<file path="src/rtl/mem_wb_latch.sv">
// MEM/WB pipeline register and load formatter: pairs latched write-back control
// with next-cycle memory read data, extends sub-word loads, counts retired instructions.
module mem_wb_latch #(
  parameter int NB_DATA     = 32,
  parameter int NB_REG_ADDR = 5,
  parameter int NB_PC       = 32,
  parameter int NB_CNT      = 32
) (
  input  logic                   i_clk,
  input  logic                   i_rst_n,
  input  logic [NB_DATA-1:0]     i_mem_data,
  input  logic [NB_DATA-1:0]     i_alu_result,
  input  logic [NB_PC-1:0]       i_pc,
  input  logic [NB_REG_ADDR-1:0] i_reg_dst,
  input  logic                   i_reg_write,
  input  logic                   i_mem_to_reg,
  input  logic                   i_link,
  input  logic [1:0]             i_read_enable,
  input  logic                   i_signed,
  input  logic                   i_halt,
  input  logic                   i_valid,
  input  logic                   i_stall,
  input  logic                   i_flush,
  output logic [NB_DATA-1:0]     o_wb_data,
  output logic [NB_REG_ADDR-1:0] o_wb_reg,
  output logic                   o_reg_write,
  output logic                   o_halt,
  output logic [NB_CNT-1:0]      o_retired
);

  localparam logic [1:0] READ_DISABLE  = 2'b00;
  localparam logic [1:0] READ_BYTE     = 2'b01;
  localparam logic [1:0] READ_HALFWORD = 2'b10;
  localparam logic [1:0] READ_WORD     = 2'b11;

  function automatic logic [NB_DATA-1:0] extend_load(
    input logic [NB_DATA-1:0] raw,
    input logic [1:0]         code,
    input logic               sgn
  );
    logic [NB_DATA-1:0] res;
    res = '0;
    case (code)
      READ_BYTE:     res = {{(NB_DATA-8){sgn & raw[7]}}, raw[7:0]};
      READ_HALFWORD: res = {{(NB_DATA-16){sgn & raw[15]}}, raw[15:0]};
      READ_WORD:     res = raw;
      READ_DISABLE:  res = '0;
      default:       res = '0;
    endcase
    return res;
  endfunction

  logic                   valid_q, valid_d;
  logic                   reg_write_q, reg_write_d;
  logic                   mem_to_reg_q, mem_to_reg_d;
  logic                   link_q, link_d;
  logic                   halt_q, halt_d;
  logic                   signed_q, signed_d;
  logic [1:0]             read_en_q, read_en_d;
  logic [NB_REG_ADDR-1:0] reg_dst_q, reg_dst_d;
  logic [NB_DATA-1:0]     alu_q, alu_d;
  logic [NB_PC-1:0]       pc_q, pc_d;
  logic [NB_DATA-1:0]     hold_q, hold_d;
  logic                   hold_valid_q, hold_valid_d;
  logic [NB_CNT-1:0]      retired_q, retired_d;

  // Next state: flush beats stall beats a normal latch.
  always_comb begin
    valid_d      = valid_q;
    reg_write_d  = reg_write_q;
    mem_to_reg_d = mem_to_reg_q;
    link_d       = link_q;
    halt_d       = halt_q;
    signed_d     = signed_q;
    read_en_d    = read_en_q;
    reg_dst_d    = reg_dst_q;
    alu_d        = alu_q;
    pc_d         = pc_q;
    hold_d       = hold_q;
    hold_valid_d = hold_valid_q;
    retired_d    = retired_q;
    if (i_flush) begin
      valid_d      = 1'b0;
      reg_write_d  = 1'b0;
      mem_to_reg_d = 1'b0;
      link_d       = 1'b0;
      halt_d       = 1'b0;
      hold_valid_d = 1'b0;
    end else if (i_stall) begin
      // The memory only drives the load result for one cycle; capture it once.
      if (!hold_valid_q && valid_q && mem_to_reg_q) begin
        hold_d       = i_mem_data;
        hold_valid_d = 1'b1;
      end
    end else begin
      valid_d      = i_valid;
      reg_write_d  = i_reg_write;
      mem_to_reg_d = i_mem_to_reg;
      link_d       = i_link;
      halt_d       = i_halt;
      signed_d     = i_signed;
      read_en_d    = i_read_enable;
      reg_dst_d    = i_reg_dst;
      alu_d        = i_alu_result;
      pc_d         = i_pc;
      hold_valid_d = 1'b0;
      if (i_valid) retired_d = retired_q + NB_CNT'(1);
    end
  end

  always_ff @(posedge i_clk or negedge i_rst_n) begin
    if (!i_rst_n) begin
      valid_q      <= 1'b0;
      reg_write_q  <= 1'b0;
      mem_to_reg_q <= 1'b0;
      link_q       <= 1'b0;
      halt_q       <= 1'b0;
      signed_q     <= 1'b0;
      read_en_q    <= READ_DISABLE;
      reg_dst_q    <= '0;
      alu_q        <= '0;
      pc_q         <= '0;
      hold_q       <= '0;
      hold_valid_q <= 1'b0;
      retired_q    <= '0;
    end else begin
      valid_q      <= valid_d;
      reg_write_q  <= reg_write_d;
      mem_to_reg_q <= mem_to_reg_d;
      link_q       <= link_d;
      halt_q       <= halt_d;
      signed_q     <= signed_d;
      read_en_q    <= read_en_d;
      reg_dst_q    <= reg_dst_d;
      alu_q        <= alu_d;
      pc_q         <= pc_d;
      hold_q       <= hold_d;
      hold_valid_q <= hold_valid_d;
      retired_q    <= retired_d;
    end
  end

  // Write-back stage: only i_mem_data may reach the outputs combinationally.
  logic [NB_DATA-1:0] load_raw;
  logic [NB_DATA-1:0] load_ext;

  always_comb begin
    load_raw = hold_valid_q ? hold_q : i_mem_data;
    load_ext = extend_load(load_raw, read_en_q, signed_q);
    if (link_q)            o_wb_data = NB_DATA'(pc_q);
    else if (mem_to_reg_q) o_wb_data = load_ext;
    else                   o_wb_data = alu_q;
  end

  assign o_wb_reg    = reg_dst_q;
  assign o_reg_write = valid_q & reg_write_q & (reg_dst_q != '0);
  assign o_halt      = valid_q & halt_q;
  assign o_retired   = retired_q;

endmodule

</file>
<file path="config.mk">
export PLATFORM = sky130hd
export DESIGN_NAME = mem_wb_latch
export DESIGN_NICKNAME = d
export VERILOG_FILES = /design/src/rtl/mem_wb_latch.sv
export SDC_FILE = /design/constraint.sdc
export NUM_CORES = 1
export LEC_CHECK = 0
export CORE_ASPECT_RATIO = 1.4
export CORE_MARGIN = 8
export CORE_UTILIZATION = 48
export CTS_CLUSTER_DIAMETER = 150
export DETAILED_ROUTE_END_ITERATION = 10
export GPL_TIMING_DRIVEN = 0
export HOLD_SLACK_MARGIN = 0.1
export PLACE_DENSITY = 0.88
export SLEW_MARGIN = 20
export SYNTH_ARGS = -nofsm -noshare
export SYNTH_HDL_FRONTEND = slang
export SYNTH_SLANG_ARGS = --single-unit
</file>
<file path="constraint.sdc">
create_clock -name i_clk -period 3.08 [get_ports i_clk]
set_input_delay 0.616 -clock i_clk [delete_from_list [all_inputs] [get_ports i_clk]]
set_output_delay 0.616 -clock i_clk [all_outputs]
set_load 0.005 [all_outputs]
</file>
==> Word level (Yosys, flattened, before mapping) <==
Index checks and enable logic that the tools add are counted.
Widths: inputs -> output; s select.
{ "totals": {"regBits": 142, "latch_bits": 0, "mem_bits_rw": 0, "mem_bits_ro": 0, "input_bits": 113, "output_inout_bits": 71, "wordCells": 51, "mem_count": 0} }
{ "classes": {"n_addsub": 1, "n_mul": 0, "div": 0, "order_cmp": 0, "n_eq_ne": 5, "shifts": 0, "mux": 17, "n_bitwise": 7, "reduce_logical": 8} }
{ "op_table": {"columns": ["operator", "n"], "rows": [
  ["$pmux 32 s4", 1],
  ["$mux 32", 3],
  ["$add 32x1->32 const B", 1],
  ["$mux 1", 13],
  ["$reduce_and 3->1", 2],
  ["$and 1x1->1", 5],
  ["$reduce_bool 5->1", 1],
  ["$eq 2x2->1 const B", 2],
  ["$ne 3x1->1 const B", 1],
  ["$eq 2x1->1 const B", 1],
  ["$logic_and 1x1->1", 2],
  ["$logic_not 2->1", 1],
  ["$ne 2x1->1 const B", 1],
  ["$not 1->1", 2],
  ["$reduce_and 2->1", 1],
  ["$logic_not 1->1", 1]
]} }

==> Depth between registers and ports, before layout <==
Gate-level depths: netlist of run 1.
{ "logic_depth": {"word_depth": 6, "ltp_mapped": 9} }

==> Least setup slack after synthesis of run 1 <==
Ideal clock, no wire load.
{ "synth_path": {"path_type": "input-to-output", "startpoint": "input i_mem_data[7]", "endpoint": "output o_wb_data[29]", "arrival_ps": 1971, "required_time_ps": 2464, "slack_ps": 493, "cell_stages": 8, "path_cell_list": "mux2_4 -> and3_1 -> buf_6 -> or3_1 -> buf_2 -> buf_6 -> o22ai_1 -> o21ai_1"} }
{ "synth_between": {"elab_chain_len": 5} }
{ "synth_lines": {"columns": ["item", "line_no", "rtl"], "rows": [
  ["start, declared", "11", "input logic [NB_DATA-1:0] i_mem_data,"],
  ["$mux 32", "148", "load_raw = hold_valid_q ? hold_q : i_mem_data;"],
  ["$and 1x1->1", "44", "READ_BYTE: res = {{(NB_DATA-8){sgn & raw[7]}}, raw[7:0]};"],
  ["$pmux 32 s4", "43", "case (code)"],
  ["$mux 32", "151", "else if (mem_to_reg_q) o_wb_data = load_ext;"],
  ["$mux 32", "150", "if (link_q) o_wb_data = NB_DATA'(pc_q);"],
  ["end, declared", "24", "output logic [NB_DATA-1:0] o_wb_data,"]
]} }
No other way between the ends.

==> Worst setup path after layout of run 1 <==
{ "layout_path": {"startpoint": "register hold_valid_q", "endpoint": "output o_wb_data[30]"} }
{ "layout_between": {"elab_chain_len": 5, "word_cells_on_any_way": 6, "classes_between": "mux: 4; bitwise: 2"} }
{ "layout_lines": {"columns": ["item", "line_no", "rtl"], "rows": [
  ["start, declared", "64", "logic hold_valid_q, hold_valid_d;"],
  ["start signal, assigned", "138", "hold_valid_q <= hold_valid_d;"],
  ["$mux 32 *", "148", null],
  ["$and 1x1->1, on equally long branches", "45, 44", null],
  ["$pmux 32 s4 *", "43", null],
  ["$mux 32 *", "151", null],
  ["$mux 32 *", "150", null]
]} }
Every way passes the cells marked *; elsewhere a longest branch is shown, timed or not.

==> results of run 1 <==
## metrics by stage
step                      setup slack [ns]  cell area (um^2)  hold WS, ns  setup TNS (ns)  power (mW)
final                              0.03371              9524       0.1605               0       5.491
after global routing              -0.05618              9524       0.1987         -0.3939       5.710
after CTS                         -0.02785              9423       0.1837         -0.1333       5.487
after detailed placement           -0.6056              8738       0.4730          -8.666       3.306
after global placement              -3.929              8706       0.4598         -565.36       3.240
after floorplan                     0.4927              6653       0.3204               0       2.701
## repair_timing
action | 4_1_cts | 5_1_grt
endpoints found under the setup margin | 32 | 22
resized for setup | 90 | 23
buffers inserted | 0 | 3
cloned | 0 | 1
pin swaps | 4 | 8
hold buffers | 0 | 0
## cell type report
cell class / count / area, um^2 / share of cell area (%)
inverter: 4 / 15.01 / 0.1576
antenna: 1 / 2.502 / 0.02627
buffer: 30 / 181.4 / 1.905
timing repair buffer: 187 / 1829 / 19.21
clock inverter: 13 / 186.4 / 1.957
sequential: 142 / 3555 / 37.32
multi-input combinational: 361 / 3080 / 32.34
clock buffer: 19 / 442.9 / 4.651
tap: 185 / 231.5 / 2.430
## worst paths after layout
kind,start,end,slack [ns]
worst max-delay path,hold_valid_q,o_wb_data[30],0.03
worst min-delay path,i_rst_n,o_retired[6],0.16
worst max register to register,o_retired[4],o_retired[27],0.93
worst min register to register,o_retired[31],o_retired[31],0.48
max in group asynchronous,i_rst_n,hold_q[30],2.17
min in group i_clk,o_retired[31],o_retired[31],0.48
## report_power, final
part | switching (mW) | leakage [nW] | internal, mW
combinational | 0.411 | 1.90 | 0.619
clock | 0.802 | 0.296 | 1.38
sequential | 0.176 | 1.79 | 2.10
total | 1.39 | 3.99 | 4.10
## layer usage
metal	wire length [um]	global-route usage, %	vias to the layer above	share of wire (%)
met1	7574	24.26	2562	38
met2	10610	39.56	182	53
met5	0	0	-	0
met3	1061	4.577	40	5.3
met4	603	10.93	0	3.0
li1	-	-	2340	-
## synth_stat cells (2+ instances only)
master,count
sky130_fd_sc_hd__a211oi_1,8
sky130_fd_sc_hd__a21oi_1,2
sky130_fd_sc_hd__and2_1,2
sky130_fd_sc_hd__and4_1,2
sky130_fd_sc_hd__buf_1,3
sky130_fd_sc_hd__buf_2,4
sky130_fd_sc_hd__buf_6,4
sky130_fd_sc_hd__clkbuf_1,20
sky130_fd_sc_hd__dfrtp_1,142
sky130_fd_sc_hd__inv_1,4
sky130_fd_sc_hd__mux2_2,120
sky130_fd_sc_hd__mux2i_1,28
sky130_fd_sc_hd__nand2_1,43
sky130_fd_sc_hd__nand3_1,8
sky130_fd_sc_hd__nand4_1,7
sky130_fd_sc_hd__nor2_1,37
sky130_fd_sc_hd__nor2b_1,3
sky130_fd_sc_hd__o21ai_0,7
sky130_fd_sc_hd__o21ai_1,11
sky130_fd_sc_hd__o22ai_1,16
sky130_fd_sc_hd__o2bb2ai_1,7
sky130_fd_sc_hd__o31ai_1,7
sky130_fd_sc_hd__or3_1,3
sky130_fd_sc_hd__xnor2_1,23
sky130_fd_sc_hd__xor2_1,8
## placed cells by master (no fill, tap or decap), types with 7 or more instances in the layout
cell type / synthesis / layout
sky130_fd_sc_hd__clkbuf_1: 20 / 16
sky130_fd_sc_hd__nand2_1: 43 / 43
sky130_fd_sc_hd__o22ai_4: 0 / 7
sky130_fd_sc_hd__mux2_2: 120 / 120
sky130_fd_sc_hd__o21ai_0: 7 / 7
sky130_fd_sc_hd__xor2_1: 8 / 8
sky130_fd_sc_hd__nand3_1: 8 / 8
sky130_fd_sc_hd__o31ai_1: 7 / 7
sky130_fd_sc_hd__a211oi_1: 8 / 8
sky130_fd_sc_hd__clkdlybuf4s50_1: 0 / 161
sky130_fd_sc_hd__buf_2: 4 / 16
sky130_fd_sc_hd__xnor2_1: 23 / 23
sky130_fd_sc_hd__mux2i_1: 28 / 28
sky130_fd_sc_hd__nand4_1: 7 / 7
sky130_fd_sc_hd__dfrtp_1: 142 / 141
sky130_fd_sc_hd__clkbuf_16: 0 / 18
sky130_fd_sc_hd__o2bb2ai_1: 7 / 7
sky130_fd_sc_hd__o21ai_1: 11 / 7
sky130_fd_sc_hd__nor2_1: 37 / 37
## critical path: stages, from the launching register on
cell	delay (ns)
sky130_fd_sc_hd__dfrtp_1	0.37
sky130_fd_sc_hd__buf_6	0.13
sky130_fd_sc_hd__mux2_4	0.30
sky130_fd_sc_hd__and3_4	0.20
sky130_fd_sc_hd__or3_1	0.36
sky130_fd_sc_hd__buf_6	0.17
sky130_fd_sc_hd__buf_12	0.15
sky130_fd_sc_hd__o22ai_4	0.14
sky130_fd_sc_hd__o21ai_1	0.08
sky130_fd_sc_hd__buf_2	0.14
## cells by family (layout without fill, tap and decap cells)
family	Yosys count	in the layout	share of synthesized area, %
compound gates	61	61	6.000
fa+ha+maj	1	1	0.1880
flops	142	142	53.41
buf+inv	35	253	2.501
xor+xnor	31	31	4.081
simple gates	119	119	9.066
other cells	0	1	0
mux	149	149	24.75
==> flow_summary.yaml, run 1 <==
status:
  run_status: "finished clean"
yosys:
  synth-warning-count: 0
  seq_area_frac_synth_pct: 53.41
  synth_edf_count: 0
  synthesis.nets: 652
  synth_area_leaders: "sky130_fd_sc_hd__dfrtp_1, sky130_fd_sc_hd__mux2_2, sky130_fd_sc_hd__mux2i_1"
  yosysTopAreaCell: "sky130_fd_sc_hd__dfrtp_1"
  ys_async_sr_fraction_pct: 100.0
  synth_area_per_cell_um2: 12.37
  netlist_area_mm2: 0.006653
  yosysUniqueCellTypes: 44
  ys_seq_elements: 142
  synth.top_cell.area_share_pct: 53.41
  predominant_post_synthesis_flop_cell: "sky130_fd_sc_hd__dfrtp_1"
  synthesized_netlist_cell_count: 538
detailed_routing:
  drt_first_pass_iters: 4
  first_iter_violations: 226
  wirelength_um: 19850
  detailroute.via_count: 5124
  drc: 0
  postRouteAntennaNets: 0
  via_per_inst: 5.439
  routedWlPerCell_um: 21.07
die:
  design.core.area_mm2: 0.01372
  io-pin-count: 184
  floorplan.die.width_um: 115.5
  std_cell_rows: 51
  die_outline_area_mm2: 0.01794
  start_util_pct: 48.49
  die_h_um: 155.3
clocking:
  clock_tree.htree_level_count: 4
  tritoncts: "done"
  clk_transition_reported_paths_ns: 0.06
  insertion_delay_ns: 0.41
  cts_sinks: 142
  clock_path_buffers: 2
  number_of_buffers_inserted_during_clock_tree_synthesis: 17
  clock-root-buffer: "sky130_fd_sc_hd__clkbuf_16"
setup_path:
  cp-end-kind: "output pin"
  worst_case_reg_to_reg_path_depth: 5
  critical_path_class: "reg -> out"
  worst_ep_arrival_time_ns: 2.43
  cp.required_ns: 2.46
  critical_path.max_fanout: 8
  startpoint_type: "flop"
sta:
  timing_hold_violations_final: 0
  finalSetupViolCount: 0
  relSlewSlack_pct: 51.77
  finalClockSkew_ns: 0.009510
  worstMarginPinSlew_ns: 0.7235
  finalCritPeriodShare_pct: 98.91
  timing.final.max_slew_violations: 0
  grt_setup_unrepaired: "yes"
  achievable-frequency_ghz: 0.3283
  min_period_ns: 3.046
placement:
  dpl.hpwl_um: 14590
  place_inst: 906
  gp_routability_congestion: 0.8124
  io_buffer_count: 182
grt:
  grt_pass1_wl_um: 30500
  grt_pass1_vias: 5732
  grt_usage_pct: 22.21
  gr-total-overflow: 0
  grt_max_degree: 73
  grt_antenna_before_repair: 1
run:
  drv.max_cap_violation_count: 0
finish:
  finish.net_count: 857
  final_core_util_pct: 69.42
  post_layout_nonfiller_instances: 942
  post_route_cells_drive_above_1_share_pct: 28.31
  num-fill-cells: 935
  area.growth.synth_to_final_pct: 43.16
power:
  leakagePower_nw: 3.991
  worst_ir_drop_vdd_v: 0.0003414
  cellPowerDensity_mw_per_mm2: 576.5
min_path:
  holdCritPathClass: "in -> async"
No activity file was read; power rests on OpenSTA's default activity.
==> run 2: changes to the inputs <==
==> constraint.sdc (replaced) <==
create_clock -name i_clk -period 3.2 [get_ports i_clk]
set_input_delay 0.64 -clock i_clk [delete_from_list [all_inputs] [get_ports i_clk]]
set_output_delay 0.64 -clock i_clk [all_outputs]
set_load 0.005 [all_outputs]
==> run 2 against run 1 <==
First-iteration DRC count is 14% higher. Total power is 4.3% lower. Hold slack better by 0.028 ns. Register-to-register slack better by 0.12 ns. Worst setup slack better by 0.041 ns. Wire length is 0.67% lower. Critical path depth is 1 higher. Sequential share of layout area is 0.18 points higher. Clock skew hardly changed. Final area is 0.53% lower. Non-clock buffer count stayed put. Critical path type unchanged. Clock power is 4% lower.
==> flow_summary.yaml, run 2 (synthesis gave the netlist of run 1 again) <==
placement:
  dp_slack_ns: -0.5336
  dpl.hpwl_um: 14590
  place_inst: 906
  io_buffer_count: 182
  gp_routability_congestion: 0.8124
finish:
  layout_commonest_cell: "sky130_fd_sc_hd__clkdlybuf4s50_1"
  finish.net_count: 857
  post_layout_nonfiller_instances: 942
  final_cell_mix: "sky130_fd_sc_hd__clkdlybuf4s50_1, sky130_fd_sc_hd__dfrtp_1, sky130_fd_sc_hd__mux2_2, sky130_fd_sc_hd__nand2_1, sky130_fd_sc_hd__nor2_1"
  post_route_cells_drive_above_1_share_pct: 27.38
  area.growth.synth_to_final_pct: 42.41
  final_core_util_pct: 69.06
clocking:
  cts_sinks: 142
  insertion_delay_ns: 0.41
  clock-root-buffer: "sky130_fd_sc_hd__clkbuf_16"
  number_of_buffers_inserted_during_clock_tree_synthesis: 17
  clock_tree.htree_level_count: 4
  clk_transition_reported_paths_ns: 0.06
  cts_hold_buffers: 0
  tritoncts: "done"
  clock_path_buffers: 2
die:
  die_outline_area_mm2: 0.01794
  design.core.area_mm2: 0.01372
  start_util_pct: 48.49
  io-pin-count: 184
  die_h_um: 155.3
  std_cell_rows: 51
  floorplan.die.width_um: 115.5
detailed_routing:
  via_per_inst: 5.416
  wirelength_um: 19710
  drc: 0
  routedWlPerCell_um: 20.93
  first_iter_violations: 257
  detailroute.via_count: 5102
  postRouteAntennaNets: 0
  drt_first_pass_iters: 6
setup_path:
  timing.critical_path.cells: "buf_6 > mux2_4 > and3_4 > buf_6 > or3_1 > buf_6 > clkbuf_16 > o22ai_2 > o21ai_1 > buf_2"
  startpoint_type: "flop"
  cp-end-kind: "output pin"
  critical_path.slowest_cell: "sky130_fd_sc_hd__dfrtp_1"
  worst_ep_arrival_time_ns: 2.49
  cp.required_ns: 2.56
  critical_path.max_fanout: 8
  critical-path-max-stage-delay_ns: 0.37
  critical_path_class: "reg -> out"
  critical-path-top-cell-by-count: "sky130_fd_sc_hd__buf_6"
sta:
  finalSetupViolCount: 0
  timing.final.max_slew_violations: 0
  min_period_ns: 3.125
  worstMarginPinSlew_ns: 0.8774
  finalCritPeriodShare_pct: 97.66
  grt_setup_unrepaired: "yes"
  timing_hold_violations_final: 0
  fin_tns_setup_ns: 0
  worst_slack_ns: 0.07491
  relSlewSlack_pct: 41.51
  achievable-frequency_ghz: 0.3200
  finalClockSkew_ns: 0.009897
grt:
  gr-total-overflow: 0
  grt_pass1_vias: 5728
  grt_pass1_wl_um: 30520
  grt_max_degree: 73
  grt_usage_pct: 22.19
  grt_antenna_before_repair: 1
power:
  post_route_total_power_mw: 5.256
  cellPowerDensity_mw_per_mm2: 554.8
  leakagePower_nw: 3.974
  worst_ir_drop_vdd_v: 0.0003221
status:
  run_status: "finished clean"
run:
  drv.max_cap_violation_count: 0
min_path:
  holdCritPathClass: "in -> async"
## run 2: cell count changes in the layout (fill, tap and decap cells not counted), moves of 3 or more
cell,change
sky130_fd_sc_hd__o21ai_1,+3
sky130_fd_sc_hd__clkbuf_2,+4
sky130_fd_sc_hd__o21ai_2,-3
sky130_fd_sc_hd__buf_2,-4
sky130_fd_sc_hd__o22ai_2,+5
sky130_fd_sc_hd__o22ai_4,-5
## run 2: critical path: cells and delay by family (launching register included)
| family | cells | cell delay, ns |
|---|---|---|
| AND/OR/NAND/NOR | 2 | 0.50 |
| buffers and inverters | 5 | 0.72 |
| multiplexers | 1 | 0.30 |
| AO/OA/AOI/OAI | 2 | 0.20 |
| flip-flops | 1 | 0.37 |
## run 2: path summary, 6_finish.rpt
path / start / to / slack (ns) / cells past startpoint
min reg2reg: o_retired[31] / o_retired[31] / 0.48 / 1
min: i_rst_n / o_retired[18] / 0.19 / 1
max: hold_valid_q / o_wb_data[28] / 0.07 / 10
max reg2reg: o_retired[4] / o_retired[27] / 1.05 / 5
min in group i_clk: o_retired[31] / o_retired[31] / 0.48 / 1
max in group asynchronous: i_rst_n / alu_q[30] / 2.26 / 2
## run 2: power breakdown
part | total, mW | internal [mW] | switching (mW)
Combinational | 0.976 | 0.589 | 0.387
Clock | 2.09 | 1.33 | 0.763
Sequential | 2.19 | 2.02 | 0.166
## run 2: per-stage QoR
step                cell area (um^2)  hold slack [ns]
floorplan                       6653           0.3444
global placement                8706           0.4598
detailed placement              8738           0.4730
CTS                             9389           0.2077
global route                    9474           0.2309
finish                          9474           0.1886
## run 2: routing by layer
layer / track usage (%) / up-vias / part of all wire, %
met5: 0 / - / 0
met4: 10.24 / 0 / 2.6
met3: 4.694 / 35 / 5.3
met2: 39.67 / 177 / 54
met1: 24.31 / 2559 / 38
li1: - / 2331 / -
## run 2: layout make-up
type,count,area [um^2]
Clock inverter,13,186.4
Buffer,31,182.7
Antenna cell,1,2.502
Multi-Input combinational cell,361,3032
Clock buffer,19,442.9
Fill cell,946,4245
Inverter,4,15.01
Tap cell,185,231.5
Sequential cell,142,3553
Timing Repair Buffer,186,1828
## run 2: timing repair
| item | in CTS | in global routing |
|---|---|---|
| cloned | 0 | 2 |
| resized for setup | 67 | 23 |
| endpoints found under the setup margin | 28 | 26 |
| buffers inserted | 0 | 1 |
| pin swaps | 0 | 4 |
| endpoints found under the hold margin | 0 | 0 |
==> run 3: changes to the inputs <==
--- a/config.mk
+++ b/config.mk
@@ -10,6 +10,7 @@
 export CORE_UTILIZATION = 48
 export CTS_CLUSTER_DIAMETER = 150
 export DETAILED_ROUTE_END_ITERATION = 10
+export GPL_ROUTABILITY_DRIVEN = 0
 export GPL_TIMING_DRIVEN = 0
 export HOLD_SLACK_MARGIN = 0.1
 export PLACE_DENSITY = 0.88
@@ -17,3 +18,4 @@
 export SYNTH_ARGS = -nofsm -noshare
 export SYNTH_HDL_FRONTEND = slang
 export SYNTH_SLANG_ARGS = --single-unit
+export TNS_END_PERCENT = 30
==> run 3 against run 2 <==
Combinational power is essentially flat. Largest cell class unchanged. Critical path type unchanged. Sequential power is essentially flat. Highest routed layer unchanged. Largest power group unchanged. Die area is the same.
==> flow_summary.yaml, run 3 (synthesis gave the netlist of run 1 again) <==
status:
  run_status: "finished clean"
clocking:
  cts_hold_buffers: 0
  cts_sinks: 142
  clk_transition_reported_paths_ns: 0.06
  number_of_buffers_inserted_during_clock_tree_synthesis: 17
  insertion_delay_ns: 0.41
  clock_path_buffers: 2
  clock_tree.htree_level_count: 4
  tritoncts: "done"
  clock-root-buffer: "sky130_fd_sc_hd__clkbuf_16"
detailed_routing:
  detailroute.via_count: 5118
  maxUsedRoutingLayer: "met4"
  wirelength_um: 19660
  sum_of_met2_wire_segment_lengths_after_detailed_routing_um: 10590
  via_per_inst: 5.433
  m1WireLength_um: 7512
  drc: 0
  drt_first_pass_iters: 5
  routedWlPerCell_um: 20.87
  wl_met3_um: 1046
  postRouteAntennaNets: 0
  first_iter_violations: 274
finish:
  finish.net_count: 857
  post_route_cells_drive_above_1_share_pct: 27.25
  area.growth.synth_to_final_pct: 42.37
  multi_input_area_mm2: 0.003024
  num-fill-cells: 945
  layout_commonest_cell: "sky130_fd_sc_hd__clkdlybuf4s50_1"
  seqCellArea_mm2: 0.003553
  post_layout_nonfiller_instances: 942
  post-route-cell-area_mm2: 0.009472
  final_cell_mix: "sky130_fd_sc_hd__clkdlybuf4s50_1, sky130_fd_sc_hd__dfrtp_1, sky130_fd_sc_hd__mux2_2, sky130_fd_sc_hd__nand2_1, sky130_fd_sc_hd__nor2_1"
setup_path:
  critical_path.slowest_cell: "sky130_fd_sc_hd__dfrtp_1"
  worst_ep_arrival_time_ns: 2.49
  startpoint_type: "flop"
  cp.required_ns: 2.56
  critical_path.reg2reg.startpoint: "o_retired[4]"
  critical-path-top-cell-by-count: "sky130_fd_sc_hd__buf_6"
  critical_path.max_fanout: 8
  critical-path-max-stage-delay_ns: 0.37
  cp-end-kind: "output pin"
  critPathBufInv: 4
  critical_path_class: "reg -> out"
  path_delay_family: "buffers and inverters"
  cp-startpoint: "hold_valid_q"
  timing.critical_path.cells: "buf_6 > mux2_4 > and3_4 > buf_6 > or3_1 > buf_6 > o22ai_2 > o21ai_0 > clkdlybuf4s15_1"
placement:
  io_buffer_count: 182
  dpl.hpwl_um: 14590
  placed_cell_area_mm2: 0.008738
  place_inst: 906
die:
  start_util_pct: 48.49
  die_outline_area_mm2: 0.01794
  io-pin-count: 184
  std_cell_rows: 51
  floorplan.die.width_um: 115.5
  design.core.area_mm2: 0.01372
  die_h_um: 155.3
grt:
  grt_pass1_wl_um: 30500
  grt_max_degree: 73
  gr-total-overflow: 0
  grt_pass1_vias: 5719
  grt_antenna_before_repair: 1
  grt_usage_pct: 22.19
sta:
  grt_setup_unrepaired: "yes"
  achievable-frequency_ghz: 0.3194
  finalCritPeriodShare_pct: 97.85
  timing.final.max_slew_violations: 0
  min_period_ns: 3.131
  relSlewSlack_pct: 47.99
  worstMarginPinSlew_ns: 0.7801
  finalSetupViolCount: 0
  finalClockSkew_ns: 0.008959
  timing_hold_violations_final: 0
  whs_ns: 0.1862
power:
  power.internal_mw: 3.940
  power.share.clock_pct: 39.8
  switching_power_mw: 1.314
  sequentialPowerShare_pct: 41.7
  leakagePower_nw: 3.974
  worst_ir_drop_vdd_v: 0.0003247
  cellPowerDensity_mw_per_mm2: 554.7
  switching_fraction_of_total_power_pct: 25.01
  combinational_share_of_power_pct: 18.5
run:
  drv.max_cap_violation_count: 0
min_path:
  holdCritPathClass: "in -> async"
run 3: per-layer routing:
layer | vias up | GRT usage, %
met1 | 2577 | 24.31
met3 | 34 | 4.694
met5 | - | 0
li1 | 2327 | -
met4 | 0 | 10.18
met2 | 180 | 39.67
run 3: layout make-up:
class	count	share of cell area [%]
multi-input cells	361	31.93
well taps	185	2.444
plain buffers	31	1.929
repair buffers	186	19.35
flip-flops and latches	142	37.52
clock buffers	19	4.676
clock inverters	13	1.968
diodes	1	0.02642
inverters	4	0.1585
run 3: repair_timing:
item	4_1_cts	5_1_grt
pin swaps	0	2
buffers inserted	0	1
setup endpoints to repair	28	29
endpoints found under the hold margin	0	0
resized for setup	65	22
gates cloned	0	2
run 3: worst paths after layout:
path	cells past startpoint	endpoint	slack (ns)
hold reg to reg	1	o_retired[31]	0.48
max in group asynchronous	2	hold_q[30]	2.26
setup reg to reg	5	o_retired[27]	1.05
min in group i_clk	1	o_retired[31]	0.48
hold / removal	1	o_retired[18]	0.19
setup / recovery	9	o_wb_data[19]	0.07
run 3: power by group through the flow:
stage	sequential, mW	clock [mW]	combinational (mW)
after floorplan	2.16	0	0.436
after global placement	2.19	0	0.931
after detailed placement	2.21	0	0.974
after CTS	2.18	2.12	0.968
after global routing	2.21	2.20	1.05
final	2.19	2.09	0.973
run 3: stage by stage:
step / utilization [%] / setup WS, ns / TNS [ns] / power (mW)
detailed placement: 63.69 / -0.5336 / -7.226 / 3.182
floorplan: - / 0.5647 / 0 / 2.600
finish: 69.04 / 0.06868 / 0 / 5.254
global route: 69.04 / -0.01492 / -0.02483 / 5.464
CTS: 68.41 / -0.02848 / -0.03959 / 5.273
global placement: 63.46 / -3.833 / -550.36 / 3.118
run 3: worst reg2reg max path, delay by kind of cell, from the launching register on:
family	cells	cell delay, ns
flops	1	0.45
xor+xnor	1	0.15
simple gates	4	1.44
